### src/rtl/pong_display_pkg.sv
// Shared types and constants for the Pong score display path.
package pong_display_pkg;

  localparam int unsigned NUM_DIGITS = 4;
  localparam int unsigned DIG_IDX_W  = 2;
  localparam int unsigned DIGIT_W    = 4;

  localparam int unsigned DIG_P1_ONES = 0;
  localparam int unsigned DIG_P1_TENS = 1;
  localparam int unsigned DIG_P2_ONES = 2;
  localparam int unsigned DIG_P2_TENS = 3;

  localparam logic [DIGIT_W-1:0] BLANK_CODE_DEFAULT = 4'hF;

  typedef enum logic [2:0] {
    ST_IDLE,
    ST_CONVERT,
    ST_SETUP,
    ST_STROBE,
    ST_HOLD,
    ST_DONE
  } disp_state_e;

endpackage

### src/rtl/score_bcd_split.sv
// Saturating loader plus one repeated-subtract-by-10 step per cycle,
// splitting a binary score into tens and ones.
module score_bcd_split
  import pong_display_pkg::*;
#(
  parameter int unsigned SCORE_W   = 7,
  parameter int unsigned SCORE_MAX = 99
) (
  input  logic               clock,
  input  logic               reset,
  input  logic               load,
  input  logic               step,
  input  logic [SCORE_W-1:0] score,
  output logic [DIGIT_W-1:0] tens,
  output logic [DIGIT_W-1:0] ones,
  output logic               ready
);

  logic [SCORE_W-1:0] rem;
  logic [SCORE_W-1:0] rem_sat_c;
  logic [SCORE_W-1:0] rem_sub_c;

  always_comb begin
    rem_sat_c = (score > SCORE_W'(SCORE_MAX)) ? SCORE_W'(SCORE_MAX) : score;
    rem_sub_c = rem - SCORE_W'(10);
  end

  // ready is registered alongside the remainder it describes
  always_ff @(posedge clock) begin
    if (!reset) begin
      rem   <= '0;
      tens  <= '0;
      ready <= 1'b1;
    end else if (load) begin
      rem   <= rem_sat_c;
      tens  <= '0;
      ready <= (rem_sat_c < SCORE_W'(10));
    end else if (step && !ready) begin
      rem   <= rem_sub_c;
      tens  <= tens + DIGIT_W'(1);
      ready <= (rem_sub_c < SCORE_W'(10));
    end
  end

  assign ones = DIGIT_W'(rem);

endmodule

### src/rtl/score_display_ctrl.sv
// Converts two scores to decimal and writes the four digit drivers one at a
// time over a shared value bus with setup/strobe/hold spacing.
module score_display_ctrl
  import pong_display_pkg::*;
#(
  parameter int unsigned        SCORE_W       = 7,
  parameter int unsigned        SCORE_MAX     = 99,
  parameter int unsigned        BLANK_LEADING = 0,
  parameter logic [DIGIT_W-1:0] BLANK_CODE    = BLANK_CODE_DEFAULT
) (
  input  logic                  clock,
  input  logic                  reset,
  input  logic                  score_valid,
  input  logic [SCORE_W-1:0]    score_p1,
  input  logic [SCORE_W-1:0]    score_p2,
  output logic [DIGIT_W-1:0]    digit_value,
  output logic [NUM_DIGITS-1:0] digit_update,
  output logic                  busy,
  output logic                  done
);

  disp_state_e           state, state_nxt;
  logic [DIG_IDX_W-1:0]  idx, idx_nxt, idx_inc_c;
  logic [DIGIT_W-1:0]    value_nxt;
  logic [NUM_DIGITS-1:0] update_nxt;
  logic                  busy_nxt, done_nxt;

  logic                  pend_valid, pend_valid_nxt;
  logic [SCORE_W-1:0]    pend_p1, pend_p1_nxt;
  logic [SCORE_W-1:0]    pend_p2, pend_p2_nxt;

  logic                  load_c, convert_c;
  logic [SCORE_W-1:0]    load_p1_c, load_p2_c;

  logic [DIGIT_W-1:0]    p1_tens, p1_ones, p2_tens, p2_ones;
  logic                  p1_ready, p2_ready;
  logic [DIGIT_W-1:0]    digit_c [NUM_DIGITS];

  score_bcd_split #(.SCORE_W(SCORE_W), .SCORE_MAX(SCORE_MAX)) u_split_p1 (
    .clock (clock),
    .reset (reset),
    .load  (load_c),
    .step  (convert_c),
    .score (load_p1_c),
    .tens  (p1_tens),
    .ones  (p1_ones),
    .ready (p1_ready)
  );

  score_bcd_split #(.SCORE_W(SCORE_W), .SCORE_MAX(SCORE_MAX)) u_split_p2 (
    .clock (clock),
    .reset (reset),
    .load  (load_c),
    .step  (convert_c),
    .score (load_p2_c),
    .tens  (p2_tens),
    .ones  (p2_ones),
    .ready (p2_ready)
  );

  // Digit table in strobe order, with optional leading-zero blanking
  always_comb begin
    digit_c[DIG_P1_ONES] = p1_ones;
    digit_c[DIG_P1_TENS] = p1_tens;
    digit_c[DIG_P2_ONES] = p2_ones;
    digit_c[DIG_P2_TENS] = p2_tens;
    if (BLANK_LEADING != 0) begin
      if (p1_tens == '0) digit_c[DIG_P1_TENS] = BLANK_CODE;
      if (p2_tens == '0) digit_c[DIG_P2_TENS] = BLANK_CODE;
    end
  end

  always_comb begin
    state_nxt      = state;
    idx_nxt        = idx;
    idx_inc_c      = idx + DIG_IDX_W'(1);
    value_nxt      = digit_value;
    update_nxt     = '0;
    pend_valid_nxt = pend_valid;
    pend_p1_nxt    = pend_p1;
    pend_p2_nxt    = pend_p2;
    load_c         = 1'b0;
    load_p1_c      = score_p1;
    load_p2_c      = score_p2;
    convert_c      = 1'b0;

    // Requests outside IDLE park in a single overwrite-on-newer slot
    if (score_valid && (state != ST_IDLE)) begin
      pend_valid_nxt = 1'b1;
      pend_p1_nxt    = score_p1;
      pend_p2_nxt    = score_p2;
    end

    case (state)
      ST_IDLE: begin
        if (score_valid || pend_valid) begin
          load_c         = 1'b1;
          pend_valid_nxt = 1'b0;
          if (!score_valid) begin
            load_p1_c = pend_p1;
            load_p2_c = pend_p2;
          end
          state_nxt = ST_CONVERT;
        end
      end
      ST_CONVERT: begin
        convert_c = 1'b1;
        if (p1_ready && p2_ready) begin
          idx_nxt   = '0;
          value_nxt = digit_c[DIG_P1_ONES];
          state_nxt = ST_SETUP;
        end
      end
      ST_SETUP: begin
        update_nxt = NUM_DIGITS'(1) << idx;
        state_nxt  = ST_STROBE;
      end
      ST_STROBE: begin
        state_nxt = ST_HOLD;
      end
      ST_HOLD: begin
        if (idx != DIG_IDX_W'(NUM_DIGITS - 1)) begin
          idx_nxt   = idx_inc_c;
          value_nxt = digit_c[idx_inc_c];
          state_nxt = ST_SETUP;
        end else begin
          state_nxt = ST_DONE;
        end
      end
      ST_DONE: begin
        state_nxt = ST_IDLE;
      end
      default: begin
        state_nxt = ST_IDLE;
      end
    endcase

    busy_nxt = (state_nxt == ST_CONVERT) || (state_nxt == ST_SETUP) ||
               (state_nxt == ST_STROBE)  || (state_nxt == ST_HOLD);
    done_nxt = (state_nxt == ST_DONE);
  end

  always_ff @(posedge clock) begin
    if (!reset) begin
      state        <= ST_IDLE;
      idx          <= '0;
      digit_value  <= '0;
      digit_update <= '0;
      busy         <= 1'b0;
      done         <= 1'b0;
      pend_valid   <= 1'b0;
      pend_p1      <= '0;
      pend_p2      <= '0;
    end else begin
      state        <= state_nxt;
      idx          <= idx_nxt;
      digit_value  <= value_nxt;
      digit_update <= update_nxt;
      busy         <= busy_nxt;
      done         <= done_nxt;
      pend_valid   <= pend_valid_nxt;
      pend_p1      <= pend_p1_nxt;
      pend_p2      <= pend_p2_nxt;
    end
  end

endmodule

### config.mk
export PLATFORM = sky130hd
export DESIGN_NAME = score_display_ctrl
export DESIGN_NICKNAME = d
export VERILOG_FILES = /design/src/rtl/pong_display_pkg.sv /design/src/rtl/score_bcd_split.sv /design/src/rtl/score_display_ctrl.sv
export SDC_FILE = /design/constraint.sdc
export NUM_CORES = 1
export LEC_CHECK = 0
export CAP_MARGIN = 25
export CORE_MARGIN = 2
export CORE_UTILIZATION = 45
export DETAILED_ROUTE_END_ITERATION = 8
export GPL_ROUTABILITY_DRIVEN = 0
export GPL_TIMING_DRIVEN = 0
export PLACE_DENSITY = 0.72
export SLEW_MARGIN = 25
export SYNTH_ARGS = -nofsm -noshare
export SYNTH_HDL_FRONTEND = slang
export SYNTH_SLANG_ARGS = --single-unit
### constraint.sdc
create_clock -name clock -period 2.2 [get_ports clock]
set_input_delay 0.33 -clock clock [delete_from_list [all_inputs] [get_ports clock]]
set_output_delay 0.33 -clock clock [all_outputs]
set_load 0.1 [all_outputs]
==> results.cfg <==
[worst_setup_path]
worst-path-buf-inv = 1
cp.depth = 1
cpLargestDelayFamily = buffers and inverters
slowest_stage = clkdlybuf4s50_1
worstPathArrival_ns = 1.78
r2r_slack_ns = 0.15
worstSetupEndpointType = output port
cp_slowest_stage_delay_ns = 1.13
ff2ff_path_depth = 4
path_max_fanout = 2
critical_path_class = flip-flop to output port
required_ns = 1.87
critPathLaunchType = flip-flop
cp_cell_sequence = clkdlybuf4s50_1

[grt]
grt_usage = 0.206
antenna_found_initial = 0
grt_pass1_vias = 2532
grt_overflow = 0
grt_pass1_wl_microns = 12100
grt_max_degree = 16

[detailed_routing]
ant_nets = 0
vias = 2705
drt_iter0_markers = 212
drt-wirelength-per-cell_microns = 14.6
drc = 0
vias_per_cell = 5.74
wl_microns = 6890
drt-pass1-iter-count = 4

[sta]
setup_viol = 0
whs_ns = 0.344
slew_violations = 0
layout_setup_ws_ns = 0.0946
fin_crit_ns = 2.11
fin_crit_sh = 0.957
tightest_slew_ns = 0.962
hold_violations = 0
relSlewSlack = 0.357
finClkSkew_ns = 0.00627
fmax_mhz = 475

[floorplanning]
die_h_microns = 83.9
io_pins = 27
rows = 29
die_w_microns = 83.9
initial_core_util = 0.458
die_area_sq_um = 7050
core_area_sq_um = 6280

[logic_synthesis]
synth_flop_cell = dfxtp_1
synthCells = 361
syn_nets = 385
synthArstFlopShare = 0
synth_cell_types = 56
netlist_area_sq_um = 2880
ys_ff_latch = 54
synth_edf_count = 0
syn_area_per_cell_sq_um = 7.96
ys_seq_area_frac = 0.376
ys.warnings.count = 0

[pwr]
power_density_nw_per_um2 = 1060
p_total_w = 0.00352
irDropWorstVdd_uv = 853
cellLeakagePower_nw = 1.18

[final_layout]
nets = 417
antenna_cells = 0
mostFrequentLayoutCells = nand2_1 (54), dfxtp_1 (54), a21oi_1 (33)
stdcell_count = 471
fin_util = 0.529
area_delta_synth_final_pct = 15.5
drive_above_1_share = 0.0787

[clock_network]
clockBufferDepth = 2
cts_sinks = 54
clock_latency_ns = 0.31
cts_tree = done
cts_inserted_buffers = 5
postCtsSetupRepairBufs = 0
path_clk_slew_ns = 0.09
htreeDepth = 2
root_buffer = clkbuf_8

[placement]
dp_worst_setup_slack_ns = -0.226
place_inst = 463
portBuffers = 25
place_hpwl_microns = 5190

[job]
cap_viol_max_count = 0

[run_status]
status = finished clean

[hold_path]
min_path_type = input port to flip-flop
hold_depth = 3
==> layer usage <==
layer  share of wire  vias up  GRT usage  routed length (microns)
met5               0        -          0                        0
met4           0.011        0     0.0513                       75
met3           0.038        9     0.0336                      264
met2            0.47       54      0.335                     3270
met1            0.48     1272      0.283                     3280
li1                -     1370          -                        -
==> repair_timing <==
action,in CTS,in global routing
endpoints found under the setup margin,0,26
hold buffers,0,0
gates resized for setup,0,4
==> where the power goes <==
| part | switching (W) | leakage (nW) | internal, W |
|---|---|---|---|
| Combinational | 0.00103 | 0.687 | 0.000542 |
| Clock | 0.000314 | 0.0482 | 0.000255 |
| Sequential | 0.000200 | 0.441 | 0.00118 |
==> sequential cells by signal (all words and copies together), names as in the netlist <==
| signal | flops |
|---|---|
| u_split_p2.rem | 7 |
| u_split_p2.tens | 4 |
| busy | 1 |
| u_split_p1.tens | 4 |
| idx | 2 |
| pend_valid | 1 |
| digit_update | 4 |
| digit_value | 4 |
| state | 3 |
| done | 1 |
| u_split_p1.ready | 1 |
| u_split_p2.ready | 1 |
| u_split_p1.rem | 7 |
| pend_p1 | 7 |
| pend_p2 | 7 |
==> cells in the mapped netlist, drive strengths merged (6+ instances only) <==
library cell | number | area share
dfxtp | 54 | 0.38
ha | 7 | 0.030
o21ai | 28 | 0.049
o21a | 6 | 0.016
nor3 | 16 | 0.028
nand3 | 9 | 0.016
buf | 8 | 0.016
inv | 9 | 0.012
nand2 | 56 | 0.074
a211oi | 7 | 0.020
mux2i | 8 | 0.028
nor2 | 27 | 0.035
a21oi | 34 | 0.060
clkbuf | 11 | 0.015
==> metrics by stage <==
stage	cell area, sq um	TNS (ns)
2_1_floorplan	2880	0
3_3_place_gp	3220	-1.74
3_5_place_dp	3220	-2.28
4_1_cts	3310	0
5_1_grt	3320	-0.00721
6_report	3320	0
==> final cells by class <==
type	count	area [sq um]
well taps	77	96.3
clock buffers	7	86.3
inverters	9	33.8
fillers	631	2960
clock inverters	1	5.00
plain buffers	19	88.8
flip-flops and latches	54	1080
repair buffers	25	250
multi-input cells	279	1680
==> final timing paths <==
check	startpoint	to
setup / recovery	digit_value[2]$_SDFFE_PN0P_	digit_value[2]
hold / removal	reset	u_split_p2.rem[6]$_SDFFE_PN0P_
setup reg to reg	state[0]$_SDFF_PN0_	u_split_p2.ready$_SDFFE_PN1P_
hold reg to reg	pend_p1[0]$_SDFFE_PN0P_	pend_p1[0]$_SDFFE_PN0P_
==> cell families (layout without fill, tap and decap cells) <==
family                     Yosys count  in the layout  share of synthesized area
DFF                                 54             54                      0.376
adders and majority gates            7              7                     0.0305
buffers and inverters               28             61                     0.0422
muxes                                9              9                     0.0318
AOI/OAI and AO/OA                  107            107                      0.236
xor gates and xnor gates            10             10                     0.0305
and+or+nand+nor                    146            146                      0.253
(Power assumes the default switching activity.)
